$ cat src/rtl/pattern_serializer_pkg.sv
// Shared types and helpers for the pattern serialiser: FSM state encoding,
// bit-order constant and the reset-time thermometer pattern generator.
package pattern_serializer_pkg;

  // Serialiser FSM states.
  typedef enum logic [0:0] {
    ST_IDLE  = 1'b0,
    ST_SHIFT = 1'b1
  } state_t;

  // Value of msb_first that selects LSB-first shifting.
  localparam logic LSB_FIRST = 1'b0;

  // Widest pattern word the thermometer helper can produce.
  localparam int THERM_MAX_W = 64;

  // Reset value of pattern word idx: the low min(idx+1, width) bits set.
  // Callers truncate the result to their own word width.
  function automatic logic [THERM_MAX_W-1:0] therm_word(input int idx, input int width);
    logic [THERM_MAX_W-1:0] w;
    w = '0;
    for (int b = 0; b < THERM_MAX_W; b++) begin
      w[b] = (b < width) && (b <= idx);
    end
    return w;
  endfunction

endpackage

$ cat src/rtl/pattern_serializer_if.sv
// Control/status bundle between the control FSM (master) and the serialiser
// (slave): pattern writes, start/stop control and serial output status.
interface pattern_serializer_if
  import pattern_serializer_pkg::*;
#(
  parameter int WIDTH = 8,
  parameter int DEPTH = 8
);

  localparam int ADDR_W = $clog2(DEPTH);
  localparam int CNT_W  = $clog2(WIDTH);

  // Pattern memory write port.
  logic              wr_en;
  logic [ADDR_W-1:0] wr_addr;
  logic [WIDTH-1:0]  wr_data;

  // Serialisation control.
  logic              start;
  logic [ADDR_W-1:0] rd_addr;
  logic              msb_first;
  logic              loop;
  logic              stop;

  // Serial output and status.
  logic              out;
  logic              out_valid;
  logic              busy;
  logic              done;
  logic [ADDR_W-1:0] cur_addr;
  logic [CNT_W-1:0]  bit_idx;

  modport master (
    output wr_en, wr_addr, wr_data, start, rd_addr, msb_first, loop, stop,
    input  out, out_valid, busy, done, cur_addr, bit_idx
  );

  modport slave (
    input  wr_en, wr_addr, wr_data, start, rd_addr, msb_first, loop, stop,
    output out, out_valid, busy, done, cur_addr, bit_idx
  );

endinterface

$ cat src/rtl/pattern_mem.sv
// DEPTH x WIDTH pattern storage: asynchronous reset to the thermometer
// pattern, synchronous write, combinational read.
module pattern_mem
  import pattern_serializer_pkg::*;
#(
  parameter  int WIDTH  = 8,
  parameter  int DEPTH  = 8,
  localparam int ADDR_W = $clog2(DEPTH)
) (
  input  logic              clk,
  input  logic              reset,
  input  logic              wr_en_i,
  input  logic [ADDR_W-1:0] wr_addr_i,
  input  logic [WIDTH-1:0]  wr_data_i,
  input  logic [ADDR_W-1:0] rd_addr_i,
  output logic [WIDTH-1:0]  rd_data_o
);

  logic [WIDTH-1:0] mem_q [DEPTH];

  // Reset every word to its thermometer value; otherwise apply writes.
  // NOTE: this is a flop array, not an SRAM macro, so it can (and must) take
  // the async reset. Non-blocking writes mean a load on the same edge as a
  // write to that word still sees the old contents.
  always_ff @(posedge clk or negedge reset) begin
    if (!reset) begin
      for (int i = 0; i < DEPTH; i++) begin
        mem_q[i] <= WIDTH'(therm_word(i, WIDTH));
      end
    end else if (wr_en_i) begin
      mem_q[wr_addr_i] <= wr_data_i;
    end
  end

  assign rd_data_o = mem_q[rd_addr_i];

endmodule

$ cat src/rtl/pattern_serializer.sv
// Pattern serialiser top: shifts one stored word per start request out of a
// single pin, one bit per clock, LSB or MSB first, optionally looping over
// consecutive addresses with no gap until stopped.
module pattern_serializer
  import pattern_serializer_pkg::*;
#(
  parameter  int WIDTH  = 8,
  parameter  int DEPTH  = 8,
  localparam int ADDR_W = $clog2(DEPTH),
  localparam int CNT_W  = $clog2(WIDTH)
) (
  input logic               clk,
  input logic               reset,
  pattern_serializer_if.slave bus
);

  localparam logic [CNT_W-1:0] IDX_TOP = CNT_W'(WIDTH - 1);

  // FSM state and latched mode.
  state_t            state_q;
  logic [WIDTH-1:0]  sreg_q;
  logic [ADDR_W-1:0] cur_addr_q;
  logic [CNT_W-1:0]  bit_idx_q;
  logic              msb_first_q;
  logic              loop_q;
  logic              stop_q;

  // Registered outputs.
  logic              out_q;
  logic              out_valid_q;
  logic              busy_q;
  logic              done_q;

  // Word-load and bit-step helpers.
  logic              load_msb;
  logic [ADDR_W-1:0] load_addr;
  logic [WIDTH-1:0]  load_word;
  logic [CNT_W-1:0]  load_idx;
  logic [CNT_W-1:0]  last_idx;
  logic [CNT_W-1:0]  step_idx;
  logic              word_end;
  logic              stop_seen;

  pattern_mem #(
    .WIDTH (WIDTH),
    .DEPTH (DEPTH)
  ) u_mem (
    .clk       (clk),
    .reset     (reset),
    .wr_en_i   (bus.wr_en),
    .wr_addr_i (bus.wr_addr),
    .wr_data_i (bus.wr_data),
    .rd_addr_i (load_addr),
    .rd_data_o (load_word)
  );

  // Select the word to load (start address from IDLE, next address when
  // looping) and derive the first/last/next bit index for the bit order.
  // NOTE: every output gets a value on every path, so no latch is inferred.
  always_comb begin
    load_msb  = (state_q == ST_IDLE) ? bus.msb_first : msb_first_q;
    load_addr = (state_q == ST_IDLE) ? bus.rd_addr : cur_addr_q + ADDR_W'(1);
    load_idx  = (load_msb == LSB_FIRST) ? '0 : IDX_TOP;
    last_idx  = (msb_first_q == LSB_FIRST) ? IDX_TOP : '0;
    step_idx  = (msb_first_q == LSB_FIRST) ? bit_idx_q + CNT_W'(1)
                                           : bit_idx_q - CNT_W'(1);
    word_end  = (bit_idx_q == last_idx);
    stop_seen = stop_q | bus.stop;
  end

  // Serialiser FSM with bit and address counters; all outputs registered.
  always_ff @(posedge clk or negedge reset) begin
    if (!reset) begin
      state_q     <= ST_IDLE;
      sreg_q      <= '0;
      cur_addr_q  <= '0;
      bit_idx_q   <= '0;
      msb_first_q <= 1'b0;
      loop_q      <= 1'b0;
      stop_q      <= 1'b0;
      out_q       <= 1'b0;
      out_valid_q <= 1'b0;
      busy_q      <= 1'b0;
      done_q      <= 1'b0;
    end else begin
      done_q <= 1'b0;
      case (state_q)
        ST_IDLE: begin
          // stop is ignored here; start latches the whole mode.
          if (bus.start) begin
            state_q     <= ST_SHIFT;
            sreg_q      <= load_word;
            cur_addr_q  <= load_addr;
            bit_idx_q   <= load_idx;
            msb_first_q <= bus.msb_first;
            loop_q      <= bus.loop;
            stop_q      <= 1'b0;
            out_q       <= load_word[load_idx];
            out_valid_q <= 1'b1;
            busy_q      <= 1'b1;
          end
        end

        ST_SHIFT: begin
          if (word_end) begin
            // Edge after the last bit: pulse done, then chain or finish.
            done_q <= 1'b1;
            stop_q <= 1'b0;
            if (loop_q && !stop_seen) begin
              sreg_q     <= load_word;
              cur_addr_q <= load_addr;
              bit_idx_q  <= load_idx;
              out_q      <= load_word[load_idx];
            end else begin
              state_q     <= ST_IDLE;
              out_q       <= 1'b0;
              out_valid_q <= 1'b0;
              busy_q      <= 1'b0;
            end
          end else begin
            // Mid-word: step to the next bit and remember any stop request.
            stop_q    <= stop_seen;
            bit_idx_q <= step_idx;
            out_q     <= sreg_q[step_idx];
          end
        end

        default: state_q <= ST_IDLE;
      endcase
    end
  end

  assign bus.out       = out_q;
  assign bus.out_valid = out_valid_q;
  assign bus.busy      = busy_q;
  assign bus.done      = done_q;
  assign bus.cur_addr  = cur_addr_q;
  assign bus.bit_idx   = bit_idx_q;

endmodule

$ cat src/flat_wrapper.sv
// flat-port wrapper written by rule: the top's interface ports become plain ports
module pattern_serializer_flat import pattern_serializer_pkg::*;
#(
  parameter  int WIDTH  = 8,
  parameter  int DEPTH  = 8,
  localparam int ADDR_W = $clog2(DEPTH),
  localparam int CNT_W  = $clog2(WIDTH)
)
  (clk, reset, bus_wr_en, bus_wr_addr, bus_wr_data, bus_start, bus_rd_addr, bus_msb_first, bus_loop, bus_stop, bus_out, bus_out_valid, bus_busy, bus_done, bus_cur_addr, bus_bit_idx);
  pattern_serializer_if #(.WIDTH(WIDTH), .DEPTH(DEPTH)) bus_i ();
  input logic clk;
  input logic reset;
  input wire logic [$bits(bus_i.wr_en)-1:0] bus_wr_en;
  input wire logic [$bits(bus_i.wr_addr)-1:0] bus_wr_addr;
  input wire logic [$bits(bus_i.wr_data)-1:0] bus_wr_data;
  input wire logic [$bits(bus_i.start)-1:0] bus_start;
  input wire logic [$bits(bus_i.rd_addr)-1:0] bus_rd_addr;
  input wire logic [$bits(bus_i.msb_first)-1:0] bus_msb_first;
  input wire logic [$bits(bus_i.loop)-1:0] bus_loop;
  input wire logic [$bits(bus_i.stop)-1:0] bus_stop;
  output wire logic [$bits(bus_i.out)-1:0] bus_out;
  output wire logic [$bits(bus_i.out_valid)-1:0] bus_out_valid;
  output wire logic [$bits(bus_i.busy)-1:0] bus_busy;
  output wire logic [$bits(bus_i.done)-1:0] bus_done;
  output wire logic [$bits(bus_i.cur_addr)-1:0] bus_cur_addr;
  output wire logic [$bits(bus_i.bit_idx)-1:0] bus_bit_idx;
  assign bus_i.wr_en = bus_wr_en;
  assign bus_i.wr_addr = bus_wr_addr;
  assign bus_i.wr_data = bus_wr_data;
  assign bus_i.start = bus_start;
  assign bus_i.rd_addr = bus_rd_addr;
  assign bus_i.msb_first = bus_msb_first;
  assign bus_i.loop = bus_loop;
  assign bus_i.stop = bus_stop;
  assign bus_out = bus_i.out;
  assign bus_out_valid = bus_i.out_valid;
  assign bus_busy = bus_i.busy;
  assign bus_done = bus_i.done;
  assign bus_cur_addr = bus_i.cur_addr;
  assign bus_bit_idx = bus_i.bit_idx;
  pattern_serializer #(.WIDTH(WIDTH), .DEPTH(DEPTH)) u_core (.clk(clk), .reset(reset), .bus(bus_i));
endmodule
$ cat config.mk
export PLATFORM = sky130hd
export DESIGN_NAME = pattern_serializer_flat
export DESIGN_NICKNAME = d
export VERILOG_FILES = /design/src/rtl/pattern_serializer_pkg.sv /design/src/rtl/pattern_serializer_if.sv /design/src/rtl/pattern_mem.sv /design/src/rtl/pattern_serializer.sv /design/src/flat_wrapper.sv
export SDC_FILE = /design/constraint.sdc
export NUM_CORES = 1
export LEC_CHECK = 0
export CORE_UTILIZATION = 30
export CTS_BUF_LIST = sky130_fd_sc_hd__clkbuf_8
export CTS_CLUSTER_SIZE = 30
export DETAILED_ROUTE_END_ITERATION = 6
export GPL_TIMING_DRIVEN = 0
export HOLD_SLACK_MARGIN = 0.08
export PLACE_DENSITY_LB_ADDON = 0.08
export SLEW_MARGIN = 20
export SYNTH_ARGS = -nofsm -noshare
export SYNTH_HDL_FRONTEND = slang
export SYNTH_SLANG_ARGS = --single-unit
$ cat constraint.sdc
create_clock -name clk -period 3.4 [get_ports clk]
set_input_delay 0.68 -clock clk [delete_from_list [all_inputs] [get_ports clk]]
set_output_delay 0.68 -clock clk [all_outputs]
set_load 0.01 [all_outputs]
Yosys cells after proc, flatten, opt, wreduce, memory -nomap -nowiden
Cells that the tools add are included.
- output and inout bits: 10
- register bits after elaboration: 85
- bits of input ports: 21
- magnitude comparators: 5
- bitwise operators: 4
- $add $sub $neg: 3
- muxes and demuxes: 44
- eq/ne operators: 6
- reductions and logical operators: 7
- operators with widths (cell ; number):
    bitwise mux 64 bit ; 1
    two-way mux 8 bit ; 6
    two-way mux 3 bit ; 10
    binary-select mux 8 bit (select 3 bit) ; 1
    demux 8 bit (select 3 bit) ; 1
    two-way mux 1 bit ; 16
    one-hot mux 8 bit (2 select lines) ; 1
    one-hot mux 3 bit (2 select lines) ; 2
    greater-or-equal comparator 4 bit, second input constant ; 2
    less-than comparator 3 x 4 -> 1 bit, second input constant ; 2
    inequality test 2 bit, second input constant ; 4
    inverter 3 -> 4 bit ; 2
    one-hot mux 1 bit (2 select lines) ; 4
    adder 3 x 1 -> 3 bit, second input constant ; 2
    binary-select mux 1 bit (select 3 bit) ; 2
    AND reduction 3 bit ; 2
    less-than comparator 4 x 1 -> 1 bit, second input constant ; 1
    AND reduction 2 bit ; 2
    == test 3 bit ; 1
    inequality test 3 bit, second input constant ; 1
    subtractor 3 x 1 -> 3 bit, second input constant ; 1
    logical AND 1 bit ; 2
    zero test 1 bit ; 1
    inverter 1 bit ; 1
    OR 1 bit ; 1

Logic depth before layout (Yosys ltp)
Gate-level depths: netlist of the first run.
- depth after elaboration: 11
- gate-level depth with buffers: 8
- depth with buffers taken out: 7

By module
Synthesis of the first run repeated with hierarchy kept, for this count alone.
- cell total of the unflattened synthesis: 257
- area total of the unflattened synthesis: 4171.5 um^2
- modules (own cells, without submodules) (module ; area each (um^2) ; cells each ; instances ; seq. area each (um^2)):
    pattern_mem ; 3037.9 ; 172 ; 1 ; 1646.6
    pattern_serializer ; 1133.6 ; 85 ; 1 ; 525.5

Least setup slack after synthesis of the first run
OpenSTA, ideal clock, no wires.
- kind: reg-to-reg
- start point: register u_core.bit_idx_q[0] (netlist: u_core.bus.bit_idx[0])
- end point: register u_core.out_q (netlist: u_core.bus.out)
- arrival: 2.125 ns
- buffers on the path: 0
- clock period less this slack: 2.206 ns
- library setup time: 0.080 ns
- stages on the path, launching flop included: 8
- setup slack: 1.194 ns
- cells stage by stage: dfrtp_1 fa_1 xnor2_2 mux2i_1 mux4_2 nor4_2 a21oi_1 o211ai_2
- word-level cells in the longest chain between the ends: 6
- ends and longest elaborated chain (what ; RTL line ; RTL):
    start, declared ; pattern_serializer.sv:23 ; logic [CNT_W-1:0] bit_idx_q;
    start signal, assigned ; pattern_serializer.sv:94 ; bit_idx_q <= load_idx;
    start signal, assigned ; pattern_serializer.sv:112 ; bit_idx_q <= load_idx;
    start signal, assigned ; pattern_serializer.sv:123 ; bit_idx_q <= step_idx;
    adder 3 x 1 -> 3 bit or subtractor 3 x 1 -> 3 bit (tied branches) ; pattern_serializer.sv:65, pattern_serializer.sv:66 ;
    two-way mux 3 bit ; pattern_serializer.sv:65 ; step_idx = (msb_first_q == LSB_FIRST) ? bit_idx_q + CNT_W'(1)
    binary-select mux 1 bit (select 3 bit) ; pattern_serializer.sv:124 ; out_q <= sreg_q[step_idx];
    two-way mux 1 bit (implied by the code) ; pattern_serializer.sv:124 ;
    two-way mux 1 bit * ; pattern_serializer.sv:105 ; if (word_end) begin
    one-hot mux 1 bit (2 select lines) * ; pattern_serializer.sv:87 ; case (state_q)
    end signal, assigned ; pattern_serializer.sv:98 ; out_q <= load_word[load_idx];
    end signal, assigned ; pattern_serializer.sv:113 ; out_q <= load_word[load_idx];
    end signal, assigned ; pattern_serializer.sv:124 ;
    end, declared ; pattern_serializer.sv:29 ; logic out_q;
Mark *: on every way between the ends. The rest lies on a longest branch, timed or not. The select of a mux whose other input is x is not followed.
A chain may end at the register's enable or synchronous reset.

Worst setup path in the final report of the first run
- start point: input port bus_rd_addr[0]
- end point: register u_core.sreg_q[4]
- word-level cells in the longest chain between the ends: 8
- ends and longest elaborated chain (what ; RTL line ; RTL):
    start, declared ; flat_wrapper.sv:17 ; input wire logic [$bits(bus_i.rd_addr)-1:0] bus_rd_addr;
    two-way mux 3 bit * ; pattern_serializer.sv:62 ; load_addr = (state_q == ST_IDLE) ? bus.rd_addr : cur_addr_q + ADDR_W'(1);
    inverter 3 -> 4 bit (implied by the code) * ; pattern_mem.sv:35 ; assign rd_data_o = mem_q[rd_addr_i];
    binary-select mux 8 bit (select 3 bit) * ; pattern_mem.sv:35 ;
    two-way mux 8 bit (implied by the code) * (2 in a row) ; pattern_mem.sv:35 ;
    two-way mux 8 bit ; pattern_serializer.sv:109 ; if (loop_q && !stop_seen) begin
    two-way mux 8 bit ; pattern_serializer.sv:105 ;
    one-hot mux 8 bit (2 select lines) * ; pattern_serializer.sv:87 ;
    end signal, assigned ; pattern_serializer.sv:92 ; sreg_q <= load_word;
    end signal, assigned ; pattern_serializer.sv:110 ; sreg_q <= load_word;
    end, declared ; pattern_serializer.sv:21 ; logic [WIDTH-1:0] sreg_q;
Marks and branches as above.

==> results of run 1 <==
-- logic make-up after synthesis --
group / share of synthesized area
flops: 0.508
mux: 0.202
compound gates: 0.0963
fa+ha+maj: 0.0105
xor+xnor: 0.00996
simple gates: 0.148
buf+inv: 0.0243
-- placed cells by master (no fill, tap or decap), types with 4 or more instances in the layout --
cell and instances:
dfstp_2 36, mux2_2 67, clkdlybuf4s50_1 25, o221ai_1 4, dfrtp_1 49, nor2_1 25
nor2b_1 16, clkbuf_1 6, nand3_1 14, inv_1 6, clkbuf_8 13, a211oi_1 6
nor3_1 5, buf_2 11, nand2_1 44, a31oi_1 6, o21ai_0 11, mux2i_1 4
a311oi_1 6, a21oi_1 14, o22a_1 4
-- flip-flops by register name (all words and copies together), names as in the netlist --
signal and flops:
u_core.bus.bit_idx 3, u_core.bus.cur_addr 3, u_core.bus.done 1, u_core.bus.out 1, u_core.bus.out_valid 1, u_core.loop_q 1, u_core.msb_first_q 1, u_core.sreg_q 8
u_core.state_q 1, u_core.stop_q 1, u_core.u_mem.mem_q 64
-- where the power goes --
| group | switching [mW] | internal (mW) |
|---|---|---|
| logic | 1.29 | 1.02 |
| clock network | 0.351 | 0.338 |
| registers | 0.211 | 1.38 |
| total | 1.86 | 2.73 |
-- layer usage --
layer	part of all wire	global-route usage	wire length, µm	up-vias
li1	-	-	-	1419
met1	0.49	0.214	5180	1483
met2	0.47	0.249	4990	39
met3	0.034	0.0451	360	6
met4	0.0099	0.0417	105	0
met5	0	0	0	-
-- per-stage QoR --
stage / util / cells
after floorplan: - / 375
after global placement: 0.343 / 581
after detailed placement: 0.345 / 582
after CTS: 0.358 / 598
after global routing: 0.358 / 598
final: 0.358 / 598
-- worst max-delay path, delay by kind of cell --
| family | cells | cell delay (ps) |
|---|---|---|
| buf+inv | 3 | 1060 |
| compound gates | 3 | 630 |
| simple gates | 2 | 520 |
-- final timing paths --
check	endpoint	depth (start not counted)	startpoint
min in group clk	u_core.u_mem.mem_q[22]	1	u_core.u_mem.mem_q[22]
worst min-delay path	u_core.u_mem.mem_q[23]	1	reset
worst max register to register	u_core.sreg_q[4]	8	u_core.bus.cur_addr[1]
worst max-delay path	u_core.sreg_q[4]	8	bus_rd_addr[0]
worst min register to register	u_core.u_mem.mem_q[22]	1	u_core.u_mem.mem_q[22]
max in group asynchronous	u_core.u_mem.mem_q[35]	2	reset
-- final cells by class --
type	instances	area [µm²]	area share
Timing Repair Buffer	27	285	0.0573
Tap cell	180	225	0.0453
Clock inverter	3	11.3	0.00226
Multi-Input combinational cell	268	2000	0.402
Clock buffer	13	179	0.0360
Sequential cell	85	2170	0.437
Inverter	3	11.3	0.00226
Buffer	19	92.6	0.0186
==> run summary, run 1 <==
setup TNS: 0 ps
R2R Setup Slk: 800 ps
post-route ant nets: 0
vias in the first global route: 2943
Fmax: 0.382 GHz
synth cell count leaders: mux2_2 (67), dfrtp_1 (49), nand2_1 (44)
post-route setup slack: 780 ps
Hold Vio Cnt, Final: 0
Post-Place Setup Slack: 395 ps
Worst Path Required: 3690 ps
Core ar.: 0.0139 mm²
n_diodes: 0
Die Wd: 121 µm
Final Slew Violations: 0
Starting DRT DRC Count: 120
crit path capture type: register
I/O Buffers: 26
Area growth, synth to finish: 16.4%
CP Max Fanout: 10
path category of the worst min-delay check: in -> async
DP Area: 0.00478 mm²
pin count of the biggest net entering global routing: 46
Final min period: 2620 ps
Post-Syn Area per Cell: 11.4 µm²
drt pass-1 iters: 4
Ports: 31
Clock Sinks: 85
Clock Root Buffer: clkbuf_8
CTS tree: done
initial antenna violation count: 0
library cells used by synthesis: 48
Yosys reg bits: 85
peak supply drop: 289 µV
Post-CTS Resized: 0
first-pass GRT wire length: 17.2 mm
Hold Buf Count CTS: 0
Residual DRC: 0
post-route total power: 4.59 mW
DR vias: 2947
Synth warnings: 0
post-synth top area cell: dfrtp_1
design area: 0.00497 mm²
status: completed
arrival time worst endpoint: 2910 ps
cts bufs inserted: 9
Worst Hold Slack: 318 ps
WL/cell: 17.8 µm
initial core utilization: 0.308
Final Skew: 6.76 ps
most used cell, CP: buf_2
Die Area: 0.0147 mm²
top-area cell type share of the netlist area: 0.287
layout cells sized above 1: 0.344
crit path kind: in -> reg
Clock Tree Buf Depth: 2
gr usage total: 0.159
EDFF count, synth: 0
Mapped Nets: 399
Filler cells: 1435
DRT Wirelength: 10.6 mm
Worst Tran Pin Value: 1020 ps
Slew Limit Headroom: 0.318
Seq/Total Area, Yosys: 0.508
Synth Flop Type: dfrtp_1
fin crit share: 0.771
Netlist Area Pre-Place: 0.00427 mm²
highest-delay cell along the critical path: clkdlybuf4s50_1
Syn Inst Count: 375
Row Count: 43
HPWL after detailed placement: 7.38 mm
Layout Nets: 437
RSZ-0062 raised after global routing: no
Leakage: 1.98 nW
Placer Congestion: 0.780
height of the chip: 121 µm
CTS clk-pin slew, worst paths: 80 ps
Setup crit start kind: input port
Max Cap Viol: 0
worst-skew pair later-pin latency: 370 ps
post-CTS setup buffer count: 0
global route total overflow: 0
Via density: 4.93
count leader, synth: mux2_2
Async SR Flop Fraction: 1.00
Power Dens Cells: 923 mW/mm²
Setup-failing EPs final: 0
Worst path max stage delay: 620 ps
Clock H-tree levels: 3
largest cells by area after synthesis: dfrtp_1 (29%), dfstp_2 (22%), mux2_2 (18%)
crit-path cells: clkdlybuf4s50_1, nor2b_1, nor2_1, buf_2, buf_2, a311oi_1, a31oi_1, a21oi_1
Power figures use the tool's default switching activity.
==> run 2, diff against run 1 <==
==> constraint.sdc (replaced) <==
create_clock -name clk -period 2.3 [get_ports clk]
set_input_delay 0.46 -clock clk [delete_from_list [all_inputs] [get_ports clk]]
set_output_delay 0.46 -clock clk [all_outputs]
set_load 0.01 [all_outputs]
==> run 2 against run 1 <==
  * Non-clock buffer count increased by 2
  * Die area unchanged
  * Worst setup slack got worse by 650 ps
  * Largest power group unchanged
  * Highest routed layer unchanged
==> run summary, run 2 (synthesized netlist as in run 1, its figures left out) <==
status: completed
Min-Delay Endpoint: u_core.u_mem.mem_q[23]
path category of the worst min-delay check: reg -> reg
commonest non-fill, non-tap cell in the layout: mux2_2
DRT Wirelength: 10.7 mm (+0.64%)
Die Area: 0.0147 mm² (unchanged)
Power Dens Cells: 1390 mW/mm² (+50%)
arrival time worst endpoint: 2460 ps (-450 ps)
commonest cells after routing, fill and taps aside: mux2_2 (67), dfrtp_1 (46), nand2_1 (42)
Max Cap Viol: 0 (unchanged)
Worst Hold Depth: 1
Final min period: 2170 ps
Layout Nets: 439 (+0.46%)
Clock Tree Buf Depth: 2 (unchanged)
layout cells sized above 1: 0.371 (+0.0269)
top flop regs: u_core.u_mem.mem_q x64, u_core.sreg_q x8
CTS clk-pin slew, worst paths: 80 ps (about the same)
drt pass-1 iters: 4 (unchanged)
n_diodes: 0 (unchanged)
R2R Path Start: u_core.bus.bit_idx[0]
Ports: 31 (unchanged)
initial core utilization: 0.308 (unchanged)
pin count of the biggest net entering global routing: 46 (unchanged)
first-pass GRT wire length: 17.1 mm (-0.24%)
Via density: 4.93 (about the same)
global route total overflow: 0 (unchanged)
gr usage total: 0.159 (-0.000320)
setup TNS: 0 ps (unchanged)
Final Skew: 7.02 ps (+0.266 ps)
I/O Buffers: 26 (unchanged)
Leakage: 2.00 nW (+1.1%)
Setup crit start kind: register
Worst Path Required: 2590 ps (-1100 ps)
Largest Register: u_core.u_mem.mem_q
max reg flops: 64 (unchanged)
Core ar.: 0.0139 mm² (unchanged)
Die Wd: 121 µm (unchanged)
WL/cell: 17.8 µm (+0.30%)
Starting DRT DRC Count: 114 (-5.0%)
Clock Sinks: 85 (unchanged)
Setup-failing EPs final: 0 (unchanged)
Placer Congestion: 0.780 (unchanged)
fin crit share: 0.943
R2R Setup Slk: 130 ps (-670 ps)
worst-skew pair later-pin latency: 370 ps (about the same)
Residual DRC: 0 (unchanged)
worst r2r dst: u_core.bus.out
Row Count: 43 (unchanged)
DR vias: 2959 (+0.41%)
RSZ-0062 raised after global routing: no
Fmax: 0.461 GHz
CP Max Fanout: 8 (-2)
min-delay src: u_core.u_mem.mem_q[23]
initial antenna violation count: 0 (unchanged)
post-route total power: 7.03 mW (+53%)
Worst Tran Pin Value: 1010 ps (-2.51 ps)
Clock Root Buffer: clkbuf_8
peak supply drop: 427 µV (+48%)
Hold Vio Cnt, Final: 0 (unchanged)
Final Slew Violations: 0 (unchanged)
CTS tree: done
Slew Limit Headroom: 0.320 (+0.00168)
height of the chip: 121 µm (unchanged)
Area growth, synth to finish: 18.6%
post-route ant nets: 0 (unchanged)
HPWL after detailed placement: 7.38 mm (unchanged)
crit path capture type: register
vias in the first global route: 2926 (-0.58%)
final core occ: 0.365 (+0.00676)
Clock H-tree levels: 3 (unchanged)
cts bufs inserted: 9 (unchanged)
crit path kind: reg -> reg
cell count of the worst reg-to-reg path: 7 (-1)
==> run 2: power by group <==
group | switching, mW | internal (mW) | total, mW
Clock | 0.519 | 0.500 | 1.02
Sequential | 0.328 | 2.04 | 2.37
Combinational | 1.98 | 1.66 | 3.64
==> run 2: final cells by class <==
| class | instances | area, µm² |
|---|---|---|
| clock inverters | 3 | 11.3 |
| fillers | 1419 | 8810 |
| flip-flops and latches | 85 | 2180 |
| clock buffers | 13 | 179 |
| inverters | 3 | 11.3 |
| multi-input cells | 268 | 2060 |
| repair buffers | 29 | 303 |
| well taps | 180 | 225 |
| plain buffers | 19 | 108 |
==> run 2: worst max path at each step <==
stage,cells past startpoint,from,slack [ps],end
global placement,1,reset,-2490,u_core.u_mem.mem_q[46]
floorplan,7,u_core.bus.bit_idx[0],90,u_core.bus.out
finish,7,u_core.bus.bit_idx[0],130,u_core.bus.out
global route,7,u_core.bus.bit_idx[0],10,u_core.bus.out
detailed placement,8,bus_rd_addr[0],-490,u_core.sreg_q[4]
CTS,8,u_core.bus.cur_addr[1],40,u_core.sreg_q[5]
==> run 2: critical path, cell delays in order (launching register included) <==
cell	delay, ps
dfrtp_2	480
fa_2	470
xnor2_4	260
mux2i_1	110
mux4_2	480
nor4_2	150
a21oi_1	80
o211ai_2	80
==> run 2: metrics by stage <==
step	std cells	hold slack, ps	worst slack [ps]	cell area [µm²]
2_1_floorplan	375	164	94.3	4270
3_3_place_gp	581	487	-2490	4760
3_5_place_dp	582	490	-485	4780
4_1_cts	599	511	40.2	5030
5_1_grt	600	519	10.8	5070
6_report	600	507	131	5070
==> run 2: repair_timing <==
action,4_1_cts,5_1_grt
buffers inserted,0,1
hold buffers,1,0
resized for setup,11,9
hold endpoints to repair,1,0
endpoints found under the setup margin,7,7
==> run 2: layer usage <==
metal / vias up / track usage / routed length (µm) / part of all wire
li1: 1422 / - / - / -
met1: 1475 / 0.214 / 5010 / 0.47
met2: 56 / 0.248 / 5050 / 0.47
met3: 6 / 0.0451 / 543 / 0.051
met4: 0 / 0.0417 / 105 / 0.0098
met5: - / 0 / 0 / 0
==> run 3, diff against run 2 <==
--- a/config.mk
+++ b/config.mk
@@ -9,7 +9,6 @@
 export CTS_BUF_LIST = sky130_fd_sc_hd__clkbuf_8
 export CTS_CLUSTER_SIZE = 30
 export DETAILED_ROUTE_END_ITERATION = 6
-export GPL_TIMING_DRIVEN = 0
 export HOLD_SLACK_MARGIN = 0.08
 export PLACE_DENSITY_LB_ADDON = 0.08
 export SLEW_MARGIN = 20
==> run 3 against run 2 <==
  * Core utilization up 1.5 points
  * Final area rose by 4.0%
  * Critical path depth unchanged
  * Global-route usage about the same
  * Non-clock buffer count grew 18
  * Clock power up 17%
  * Routed wire length is 1.6% lower
  * Count of clock-buffer cells in the layout is 4 lower
  * Via count increased by 1.9%
  * Worst setup slack improved by 5.3 ps
  * Register-to-register slack is essentially flat
  * Critical endpoint unchanged
  * Largest cell class unchanged
  * Highest routed layer unchanged
==> run summary, run 3 (synthesized netlist as in run 1, its figures left out) <==
commonest cells after routing, fill and taps aside: mux2_2 (67), dfrtp_1 (49), nand2_1 (44)
Residual DRC: 0 (unchanged)
Max Cap Viol: 0 (unchanged)
initial antenna violation count: 0 (unchanged)
crit path kind: reg -> reg
commonest non-fill, non-tap cell in the layout: mux2_2
path category of the worst min-delay check: in -> async
Core ar.: 0.0139 mm² (unchanged)
n_diodes: 0 (unchanged)
Clock Tree Buf Depth: 2 (unchanged)
Area growth, synth to finish: 23.3%
Slew Limit Headroom: 0.703 (+0.383)
WL/cell: 17.1 µm (-4.4%)
post-CTS setup buffer count: 0 (unchanged)
DRT Wirelength: 10.5 mm (-1.6%)
top flop regs: u_core.u_mem.mem_q x64, u_core.sreg_q x8
Clock Sinks: 85 (unchanged)
Power Dens Cells: 1410 mW/mm² (+1.8%)
final core occ: 0.380 (+0.0146)
I/O Buffers: 30 (+15%)
Worst Tran Pin Value: 436 ps (-578 ps)
Setup crit start kind: register
Die Area: 0.0147 mm² (unchanged)
layout cells sized above 1: 0.388 (+0.0167)
Leakage: 2.12 nW (+6.0%)
Clock H-tree levels: 3 (unchanged)
Die Wd: 121 µm (unchanged)
R2R Path Start: u_core.bus.bit_idx[0]
Layout Nets: 457 (+4.1%)
Fmax: 0.462 GHz (+0.24%)
Via density: 4.88 (-1.1%)
Worst Hold Slack: 112 ps (-395 ps)
Worst Path Required: 2590 ps (about the same)
CTS clk-pin slew, worst paths: 90 ps (about the same)
Setup-failing EPs final: 0 (unchanged)
height of the chip: 121 µm (unchanged)
Placer Congestion: 0.839 (+7.7%)
Largest Register: u_core.u_mem.mem_q
drt pass-1 iters: 4 (unchanged)
Hold Buf Count CTS: 0 (-1)
Final Slew Violations: 0 (unchanged)
first-pass GRT wire length: 17.5 mm (+2.4%)
post-route ant nets: 0 (unchanged)
pin count of the biggest net entering global routing: 86 (+87%)
Starting DRT DRC Count: 108 (-5.3%)
Critical Path Source: u_core.bus.bit_idx[0]
status: completed
Filler cells: 1401 (-1.3%)
peak supply drop: 369 µV (-14%)
RSZ-0062 raised after global routing: no
HPWL after detailed placement: 7.51 mm (+1.8%)
CP Max Fanout: 6 (-2)
worst-skew pair later-pin latency: 360 ps (about the same)
global route total overflow: 0 (unchanged)
arrival time worst endpoint: 2450 ps (about the same)
Row Count: 43 (unchanged)
Hold Vio Cnt, Final: 0 (unchanged)
initial core utilization: 0.308 (unchanged)
gr usage total: 0.159 (about the same)
CTS tree: done
Ports: 31 (unchanged)
max reg flops: 64 (unchanged)
vias in the first global route: 3206 (+9.6%)
crit path capture type: register
fin crit share: 0.941 (-0.00229)
DR vias: 3015 (+1.9%)
Final Skew: 5.86 ps (-1.16 ps)
Clock Root Buffer: clkbuf_8
Final min period: 2160 ps (-5.28 ps)
cts bufs inserted: 9 (unchanged)
[run 3: cell types whose count changed in the layout (fill, tap and decap cells not counted), moves of 4 or more]
cell | previous run | this run
clkdlybuf4s50_1 | 25 | 29
buf_12 | 0 | 5
buf_2 | 7 | 0
clkbuf_1 | 5 | 0
buf_4 | 5 | 32
clkbuf_8 | 13 | 9
[run 3: area by class of cell]
class                      count  area [µm²]  area share
multi-input combinational    268        2010       0.382
clock inverter                 7        95.1      0.0180
tap                          180         225      0.0427
sequential                    85        2170       0.412
clock buffer                   9         124      0.0235
inverter                       3        11.3     0.00214
timing repair buffer          66         631       0.120
[run 3: final timing paths]
check	endpoint	slack, ps	cells past startpoint
max in group asynchronous	u_core.u_mem.mem_q[42]	1800	2
max	u_core.bus.out	140	7
max reg2reg	u_core.bus.out	140	7
min	u_core.u_mem.mem_q[57]	110	2
min reg2reg	u_core.u_mem.mem_q[23]	510	1
min in group clk	u_core.u_mem.mem_q[23]	510	1
[run 3: report_power, final]
group	switching [mW]	total [mW]	internal (mW)
combinational	1.93	3.89	1.97
clock	0.570	1.19	0.617
sequential	0.321	2.36	2.04
total	2.82	7.44	4.62
[run 3: repair_timing]
| action | 4_1_cts | 5_1_grt |
|---|---|---|
| resized for setup | 0 | 1 |
| hold endpoints to repair | 0 | 0 |
| endpoints found under the setup margin | 0 | 1 |
[run 3: layer usage]
layer / vias to the layer above / wire length [µm] / track usage
li1: 1470 / - / -
met1: 1498 / 5070 / 0.209
met2: 32 / 5040 / 0.259
met3: 15 / 240 / 0.0244
met4: 0 / 198 / 0.0640
met5: - / 0 / 0
[run 3: critical path: stages, from the launching register on]
cell and delay [ps]:
dfrtp_1 400, fa_1 530, xnor2_4 270, mux2i_1 110, mux4_2 480, nor4_2 140, a21oi_1 80, o211ai_2 80
[run 3: through the flow]
| step | area, µm² | setup WS [ps] | std cells | power, mW | TNS (ps) |
|---|---|---|---|---|---|
| 3_5_place_dp | 5040 | -43.8 | 602 | 6.29 | -43.8 |
| 2_1_floorplan | 4270 | 94.3 | 375 | 4.75 | 0 |
| 3_3_place_gp | 5040 | 3.31 | 602 | 6.28 | 0 |
| 4_1_cts | 5260 | 69.2 | 618 | 7.53 | 0 |
| 5_1_grt | 5270 | 7.22 | 618 | 8.07 | 0 |
| 6_report | 5270 | 136 | 618 | 7.44 | 0 |
